### src/rtl/rv32_types_pkg.sv
// rtl/rv32_types_pkg.sv - shared types between the decode and execute stages
package rv32_types;

    typedef enum logic [3:0] {
        ALU_ADD, ALU_SUB, ALU_SLL, ALU_SLT, ALU_SLTU, ALU_XOR,
        ALU_SRL, ALU_SRA, ALU_OR, ALU_AND, ALU_PASS_B
    } alu_op_t;

    typedef enum logic [2:0] {
        BR_NONE, BR_EQ, BR_NE, BR_LT, BR_GE, BR_LTU, BR_GEU
    } branch_op_t;

    typedef enum logic [1:0] {
        OP1_REG1, OP1_PC, OP1_ZERO
    } op1_sel_t;

    typedef enum logic {
        OP2_REG2, OP2_IMM
    } op2_sel_t;

    typedef struct packed {
        logic [31:0] instr;
        alu_op_t     alu_op;
        op1_sel_t    op1_sel;
        op2_sel_t    op2_sel;
        logic [31:0] imm;
        branch_op_t  branch_op;
        logic        jal;
        logic        jalr;
        logic        wb_en;
        logic [4:0]  rd;
    } decoded_instr_t;

    typedef struct packed {
        decoded_instr_t decoded_instr;
        logic [31:0]    pc;
        logic [31:0]    reg1;
        logic [31:0]    reg2;
    } decoded_buffer_data_t;

    typedef struct packed {
        logic [31:0] pc;
        logic [31:0] instr;
        logic [31:0] result;
        logic [31:0] store_data;
        logic [4:0]  rd;
        logic        wb_en;
        logic        valid;
        logic        misaligned;
    } exec_buffer_data_t;

endpackage

### src/rtl/rv32_int_alu.sv
// rtl/rv32_int_alu.sv - combinational integer ALU
module rv32_int_alu
    import rv32_types::*;
(
    input  logic [31:0] op1,
    input  logic [31:0] op2,
    input  alu_op_t     opsel,
    output logic [31:0] result
);

    logic [4:0] shamt;
    assign shamt = op2[4:0];

    always_comb begin
        result = 32'h0;
        case (opsel)
            ALU_ADD:    result = op1 + op2;
            ALU_SUB:    result = op1 - op2;
            ALU_SLL:    result = op1 << shamt;
            ALU_SLT:    result = {31'h0, $signed(op1) < $signed(op2)};
            ALU_SLTU:   result = {31'h0, op1 < op2};
            ALU_XOR:    result = op1 ^ op2;
            ALU_SRL:    result = op1 >> shamt;
            ALU_SRA:    result = $unsigned($signed(op1) >>> shamt);
            ALU_OR:     result = op1 | op2;
            ALU_AND:    result = op1 & op2;
            ALU_PASS_B: result = op2;
            default:    result = 32'h0;
        endcase
    end

endmodule

### src/rtl/rv32_exec_stage.sv
// rtl/rv32_exec_stage.sv - execute stage: ALU, branch resolution, redirect and squash
module rv32_exec_stage
    import rv32_types::*;
#(
    parameter logic [31:0] RESET_PC = 32'h0
) (
    input  logic                 clk,
    input  logic                 resetn,
    input  decoded_buffer_data_t dec_data,
    input  logic                 dec_valid,
    input  logic                 stall_in,
    output logic                 stall_out,
    output exec_buffer_data_t    exec_data,
    output logic                 redirect,
    output logic [31:0]          redirect_pc,
    output logic [63:0]          instret
);

    decoded_instr_t di;
    logic [31:0]    op1;
    logic [31:0]    op2;
    logic [31:0]    alu_result;
    logic           br_cond;
    logic           taken;
    logic [31:0]    target;
    logic           misaligned;
    exec_buffer_data_t computed;

    exec_buffer_data_t exec_q, exec_d;
    logic              redirect_q, redirect_d;
    logic [31:0]       redirect_pc_q, redirect_pc_d;
    logic [63:0]       instret_q, instret_d;

    assign di = dec_data.decoded_instr;

    always_comb begin
        op1 = dec_data.reg1;
        case (di.op1_sel)
            OP1_PC:   op1 = dec_data.pc;
            OP1_ZERO: op1 = 32'h0;
            default:  op1 = dec_data.reg1;
        endcase
        op2 = (di.op2_sel == OP2_IMM) ? di.imm : dec_data.reg2;
    end

    rv32_int_alu u_alu (
        .op1    (op1),
        .op2    (op2),
        .opsel  (di.alu_op),
        .result (alu_result)
    );

    // Branches always compare the raw register operands, independent of op1/op2 muxing.
    always_comb begin
        br_cond = 1'b0;
        case (di.branch_op)
            BR_EQ:   br_cond = dec_data.reg1 == dec_data.reg2;
            BR_NE:   br_cond = dec_data.reg1 != dec_data.reg2;
            BR_LT:   br_cond = $signed(dec_data.reg1) < $signed(dec_data.reg2);
            BR_GE:   br_cond = $signed(dec_data.reg1) >= $signed(dec_data.reg2);
            BR_LTU:  br_cond = dec_data.reg1 < dec_data.reg2;
            BR_GEU:  br_cond = dec_data.reg1 >= dec_data.reg2;
            default: br_cond = 1'b0;
        endcase
    end

    assign target     = di.jalr ? ((dec_data.reg1 + di.imm) & ~32'h1) : (dec_data.pc + di.imm);
    assign taken      = dec_valid & (di.jal | di.jalr | br_cond);
    assign misaligned = taken & (target[1:0] != 2'b00);

    always_comb begin
        computed            = '0;
        computed.pc         = dec_data.pc;
        computed.instr      = di.instr;
        computed.result     = (di.jal | di.jalr) ? (dec_data.pc + 32'd4) : alu_result;
        computed.store_data = dec_data.reg2;
        computed.rd         = di.rd;
        computed.valid      = dec_valid;
        computed.misaligned = misaligned;
        computed.wb_en      = di.wb_en & dec_valid & ~misaligned;
    end

    always_comb begin
        exec_d        = exec_q;
        redirect_d    = 1'b0;
        redirect_pc_d = redirect_pc_q;
        instret_d     = instret_q;
        if (exec_q.valid && !stall_in) begin
            instret_d = instret_q + 64'd1;
        end
        if (!stall_in) begin
            if (redirect_q) begin
                // Wrong-path slot behind a taken transfer is turned into a bubble.
                exec_d            = computed;
                exec_d.valid      = 1'b0;
                exec_d.wb_en      = 1'b0;
                exec_d.misaligned = 1'b0;
            end else begin
                exec_d        = computed;
                redirect_d    = taken;
                redirect_pc_d = target;
            end
        end
    end

    always_ff @(posedge clk) begin
        if (!resetn) begin
            exec_q        <= '0;
            redirect_q    <= 1'b0;
            redirect_pc_q <= RESET_PC;
            instret_q     <= 64'h0;
        end else begin
            exec_q        <= exec_d;
            redirect_q    <= redirect_d;
            redirect_pc_q <= redirect_pc_d;
            instret_q     <= instret_d;
        end
    end

    assign stall_out   = stall_in;
    assign exec_data   = exec_q;
    assign redirect    = redirect_q;
    assign redirect_pc = redirect_pc_q;
    assign instret     = instret_q;

endmodule

### config.mk
export PLATFORM = sky130hd
export DESIGN_NAME = rv32_exec_stage
export DESIGN_NICKNAME = d
export VERILOG_FILES = /design/src/rtl/rv32_types_pkg.sv /design/src/rtl/rv32_int_alu.sv /design/src/rtl/rv32_exec_stage.sv
export SDC_FILE = /design/constraint.sdc
export NUM_CORES = 1
export LEC_CHECK = 0
export BUFFER_PORTS_ARGS = -buffer_cell sky130_fd_sc_hd__buf_2
export CAP_MARGIN = 15
export CORE_ASPECT_RATIO = 0.9
export CORE_UTILIZATION = 45
export DETAILED_ROUTE_END_ITERATION = 7
export PLACE_DENSITY = 0.76
export SYNTH_ARGS = -nofsm -noshare
export SYNTH_HDL_FRONTEND = slang
export SYNTH_SLANG_ARGS = --single-unit
### constraint.sdc
create_clock -name clk -period 4 [get_ports clk]
set_input_delay 0.4 -clock clk [delete_from_list [all_inputs] [get_ports clk]]
set_output_delay 0.4 -clock clk [all_outputs]
set_load 0.005 [all_outputs]
Yosys cells after proc, flatten, opt, wreduce, memory -nomap -nowiden

Index checks and enable logic that the tools add are counted.
Widths: inputs -> output; s select.

Latch bits: 0
Memories kept: 0
Memory bits (writable): 0
Bits of input ports: 182
Flip-flop bits (word level): 233
ROM bits: 0
Output and inout port bits: 234

Bitwise operators: 13
Add/sub/neg operators: 6
Reductions and logical operators: 6
Shift operators: 3
Multiply operators: 0
Mux-type cells: 7
Order comparisons: 6
Divide/modulo/power cells: 0
Eq/ne operators: 20

Operators with widths:

| kind                  | number |
|---|---|
| $pmux 32 s11          | 1 |
| $lt 32x32->1          | 4 |
| $add 32x32->32        | 3 |
| $mux 32               | 3 |
| $add 64x1->64 const B | 1 |
| $ge 32x32->1          | 2 |
| $pmux 32 s2           | 1 |
| $add 32x3->32 const B | 1 |
| $and 32x32->32        | 1 |
| $eq 32x32->1          | 1 |
| $ne 32x32->1          | 1 |
| $or 32x32->32         | 1 |
| $shl 32x5->32         | 1 |
| $shr 32x5->32         | 1 |
| $sshr 32x5->32        | 1 |
| $sub 32x32->32        | 1 |
| $xor 32x32->32        | 1 |
| $eq 4x3->1 const B    | 4 |
| $eq 4x4->1 const B    | 3 |
| $eq 3x3->1 const B    | 3 |
| $eq 4x2->1 const B    | 2 |
| $eq 3x2->1 const B    | 2 |
| $pmux 1 s6            | 1 |
| $and 1x1->1           | 4 |
| 13 further kinds      | 17 |

Depth between registers and ports, before layout

Word-level depth: 8
Mapped depth: 20

Modules after synthesis

Synthesis repeated with hierarchy kept, for this count alone.

Cell total of the unflattened synthesis: 3222
Area total of the unflattened synthesis: 23675.2 um2

By module, submodules not included:

| module          | times used | seq. area each (um2) | area an instance (um2) | cells each |
|---|---|---|---|---|
| rv32_exec_stage | 1          | 4664.5               | 14392.6                | 1788 |
| rv32_int_alu    | 1          | 0.0                  | 9282.7                 | 1434 |

Worst setup path before layout

OpenSTA, ideal clock, no wires.

Kind: input port to flip-flop
Start point: input port dec_data[141] in the netlist's numbering
End point: register exec_q (netlist bit exec_data[68])
Stages on the path: 18
Arrival: 4.252 ns
Slack: -0.348 ns
Cells stage by stage: inv_1 > ha_1 > buf_2 > buf_2 > buf_1 > mux2i_1 > inv_1 > ha_1 > buf_2 > nor2_1 > nand4_1 > a2111oi_2 > o31ai_1 > o2bb2ai_1 > o21ai_0 > mux2i_1 > a221oi_2 > a221oi_1

Longest elaborated chain between the ends: 5

RTL lines:

| element                                         | line                   | text |
|---|---|---|
| start: declaration                              | rv32_exec_stage.sv:9   | `input decoded_buffer_data_t dec_data,` |
| $eq 2x2->1 / $eq 2x1->1 (equally long branches) | rv32_exec_stage.sv:38  | `case (di.op1_sel)` |
| $pmux 32 s2 (*)                                 | rv32_exec_stage.sv:38  |  |
| $sub 32x32->32, or another cell as far along    | rv32_int_alu.sv:18     | `ALU_SUB: result = op1 - op2;` |
| $pmux 32 s11 (*)                                | rv32_int_alu.sv:16     | `case (opsel)` |
| $mux 32 (*)                                     | rv32_exec_stage.sv:75  | `computed.result = (di.jal \| di.jalr) ? (dec_data.pc + 32'd4) : alu_result;` |
| end signal: assignment                          | rv32_exec_stage.sv:108 | `exec_q <= '0;` |
| end signal: assignment                          | rv32_exec_stage.sv:113 | `exec_q <= exec_d;` |
| end: declaration                                | rv32_exec_stage.sv:29  | `exec_buffer_data_t exec_q, exec_d;` |

Mark *: on every way between the ends. The rest lies on a longest branch, timed or not.
A chain may end at the register's enable or synchronous reset.

Worst setup path after layout

Start point: input port dec_data[141] in the netlist's numbering
End point: register exec_q (netlist bit exec_data[67])

The elaborated chain is that of the path after synthesis.

==> summary.md <==
| Metric | Value |
|---|---|
| Slew @ Worst Pin | `about 0.93 ns` |
| Slowest library cell on the worst path | `a221o_1` |
| Post-synthesis register bit count | `around 230` |
| Final Non-Filler Cells | `4553` |
| Relative slew slack | `between 30% and 40%` |
| Root Driver | `clkbuf_16` |
| Final count of pins violating max slew | `0` |
| Synth-to-Final Area Change | `28.27%` |
| Io pins | `between 400 and 500` |
| Die Y | `218.6 um` |
| CP arrival | `approximately 4.3 ns` |
| Routed WL | `around 110000 um` |
| Share of flip-flops with an asynchronous set or reset | `0%` |
| Die W | `between 200 and 250 um` |
| Wire length per cell | `around 24 um` |
| Initial antenna violation count | `6` |
| GRT overflow | `0` |
| # setup viols final | `0` |
| Core area | `0.05160 sq mm` |
| Fin Hold WS | `0.06791 ns` |
| Final hold vios | `0` |
| GRT Total Usage | `39.68%` |
| Synth Net Count | `between 3000 and 4000` |
| Clock Latency Late Sink | `about 0.57 ns` |
| Synth Instances | `3133` |
| Routed vias | `~28000` |
| DR vias/cell | `6.236` |
| Register area share after synthesis | `between 10% and 20%` |
| Full die area | `0.05305 sq mm` |
| Period utilisation layout | `~97%` |
| CP top delay family | `compound AO/OA/AOI/OAI gates` |
| Synth Area in Simple Gates | `between 10% and 20%` |
| Clk pin slew, worst setup/hold paths | `around 0.07 ns` |
| Synth unique cells | `88` |
| Number of synthesized flops with an enable pin | `0` |
| Largest net degree at the start of global routing | `67` |
| WP buf/inv | `4` |
| ANT nets after route | `0` |
| Placer congestion estimate | `about 1.1` |
| Peak VDD IR | `0.0004847 V` |
| CP max FO | `17` |
| CTS Sinks | `233` |
| Crit path time final | `3.865 ns` |
| Fin Setup TNS | `0 ns` |
| Clock skew | `slightly below 0.02 ns` |
| Register area | `between 0.004 and 0.005 sq mm` |
| Most common cell after layout, fill and taps aside | `buf_4` |
| Design Area, Final | `0.03009 sq mm` |
| XOR/XNOR Fraction of Synth Area | `5.115%` |
| Combinational family with the most area after synthesis | `compound AO/OA/AOI/OAI gates` |
| HPWL after DPL | `between 80000 and 90000 um` |
| Run status | `finished clean` |
| Leak pwr | `14.33 nW` |
| DRT iter0 DRCs | `3654` |
| Multi-input gate area | `about 0.017 sq mm` |
| Post-Syn Area | `roughly 0.023 sq mm` |
| CTS tree | `built` |
| Mux cell area share after synthesis | `a little under an eighth` |
| Number of global-route vias before repair | `26054` |
| Mean post-synth cell area | `about 7.5 sq um` |
| Max cap viols | `0` |
| Worst-path cell chain | `buf_2 > inv_1 > ha_4 > buf_4 > buf_4 > o21ai_0 > ha_1 > and4_1 > a221oi_1 > o21ai_0 > a31o_2 > a31oi_2 > nor3b_1 > o41ai_1 > a221o_1 > a211oi_1 > a211oi_1` |
| Starting density of the core | `45.47%` |
| Synth Area in Adders | `around a tenth` |
| Unrepaired setup endpoints after global routing | `false` |
| Cells after DPL | `4503` |
| CP startpoint kind | `input pin` |
| Router iterations before antenna repair | `6` |
| Fmax | `approximately 0.26 GHz` |
| Placed instance area | `between 0.02 and 0.03 sq mm` |
| Primary FF master, synth | `dfxtp_1` |
| Worst hold path type | `in2reg` |
| CTS buffer count | `26` |
| Worst Setup End Kind | `register` |
| Post-synthesis compound-gate area fraction | `27.07%` |
| Peak per-stage delay on the critical path | `roughly 0.38 ns` |
| CTS H-tree depth | `1` |
| Number of cell rows | `between 70 and 80` |
| PwrDens | `just over 300 mW/mm^2` |
| CP Class | `in2reg` |
| Number of nets in the layout | `4222` |
| IO Port Bufs | `roughly 420` |
| Worst EP required | `approximately 4.5 ns` |
| # fillers | `around 5000` |
| PnR worst setup slack | `0.1347 ns` |
| Commonest non-fill, non-tap cells in the layout | `buf_4 (460), buf_2 (414), nor2_1 (353)` |
| Layout cells sized above 1 | `a little over a quarter` |
| Residual DRC | `0` |
| Pre-CTS WS | `-0.6423 ns` |
| Clock tree buffer depth | `3` |
| Synthesis Warnings | `0` |
| Global-route wire length before repair | `161500 um` |
[registers in the layout, summed over array words and instances, names as in the netlist]
| name | flops |
|---|---|
| redirect_pc | 32 |
| exec_data | 136 |
| redirect | 1 |
| instret | 64 |
[routing by layer]
layer / routed length, um / GRT usage, % / vias to the layer above / part of all wire (%)
li1: - / - / 12893 / -
met1: 44110 / 51.66 / 13220 / 40
met2: 46570 / 59.82 / 1891 / 42
met3: 12700 / 8.965 / 383 / 11
met4: 7600 / 23.75 / 4 / 6.8
met5: 18 / 0 / - / 0.016
[area by class of cell]
| class | instances | share of cell area (%) |
|---|---|---|
| Multi-Input combinational cell | 2544 | 58.12 |
| Timing Repair Buffer | 879 | 18.67 |
| Sequential cell | 233 | 15.50 |
| Tap cell | 688 | 2.861 |
| Clock buffer | 37 | 2.503 |
| Inverter | 159 | 2.008 |
| Clock inverter | 9 | 0.3077 |
| Antenna cell | 4 | 0.03326 |
[Yosys cell counts (8+ instances only)]
| cell | number | share of area (%) |
|---|---|---|
| nor2_1 | 356 | 5.7 |
| nand2_1 | 279 | 4.5 |
| a21oi_1 | 258 | 5.5 |
| dfxtp_1 | 233 | 20 |
| o21ai_0 | 206 | 4.4 |
| ha_1 | 193 | 10 |
| mux2i_1 | 179 | 7.6 |
| inv_1 | 156 | 2.5 |
| clkbuf_1 | 143 | 2.3 |
| xnor2_1 | 78 | 2.9 |
| nand3_1 | 74 | 1.6 |
| a21o_1 | 69 | 2.2 |
| o211ai_1 | 61 | 2.0 |
| xor2_1 | 59 | 2.2 |
| nor3_1 | 57 | 1.2 |
| a211oi_1 | 44 | 1.4 |
| and2_1 | 43 | 1.1 |
| nand4_1 | 39 | 1.0 |
| a31oi_1 | 38 | 1.0 |
| and3_1 | 36 | 0.96 |
| o22ai_1 | 35 | 0.93 |
| o221ai_1 | 29 | 1.1 |
| nand2b_1 | 25 | 0.67 |
| a221oi_1 | 24 | 0.90 |
| buf_2 | 24 | 0.51 |
| mux4_2 | 24 | 2.3 |
| buf_1 | 22 | 0.35 |
| nor2b_1 | 22 | 0.59 |
| or3_1 | 22 | 0.59 |
| mux2_2 | 20 | 0.96 |
| o31ai_1 | 20 | 0.64 |
| o21bai_1 | 19 | 0.61 |
| a22oi_1 | 18 | 0.58 |
| nor4_1 | 16 | 0.43 |
| o21a_1 | 14 | 0.45 |
| a2111oi_0 | 11 | 0.41 |
| o2111ai_1 | 11 | 0.41 |
| o31a_1 | 11 | 0.41 |
| or2_2 | 11 | 0.29 |
| a311oi_1 | 10 | 0.37 |
| o211a_1 | 10 | 0.43 |
| a221o_1 | 9 | 0.38 |
| and4_1 | 8 | 0.30 |
| o21ai_1 | 8 | 0.17 |
[power by group]
part / switching (mW) / total [mW] / internal [mW] / leakage [nW]
sequential: 0.0751 / 2.52 / 2.44 / 1.91
clock: 1.07 / 2.45 / 1.38 / 0.410
combinational: 2.50 / 4.28 / 1.77 / 12.0
[through the flow]
stage | util [%] | total power [mW]
6_report | 58.32 | 9.249
5_1_grt | 58.31 | 9.602
4_1_cts | 58.23 | 9.096
3_5_place_dp | 56.59 | 6.659
3_3_place_gp | 56.59 | 6.640
2_1_floorplan | - | 4.790
[repair_timing]
action,CTS,global route
buffers inserted,0,0
hold buffers,0,0
resized for setup,1,10
pin swaps,0,0
setup endpoints to repair,1,17
gates cloned,0,0
[tightest hold or removal path, delay by kind of cell]
family | cells | cell delay [ns]
AND/OR/NAND/NOR | 1 | 0.07
multiplexers | 1 | 0.05
buffers and inverters | 1 | 0.07
[final timing paths]
path,endpoint,start,slack [ns],depth (start not counted)
worst min-delay path,exec_data[89],dec_data[163],0.07,3
worst min register to register,redirect_pc[0],redirect_pc[0],0.45,2
worst max register to register,instret[61],exec_data[1],0.52,9
worst max-delay path,exec_data[67],dec_data[141],0.13,17
[kinds of logic after synthesis]
group                      Yosys count
AOI/OAI and AO/OA                  974
DFF                                233
muxes                              230
and+or+nand+nor                   1006
buffers and inverters              356
adders and majority gates          197
xor gates and xnor gates           137
Power figures use the tool's default switching activity.
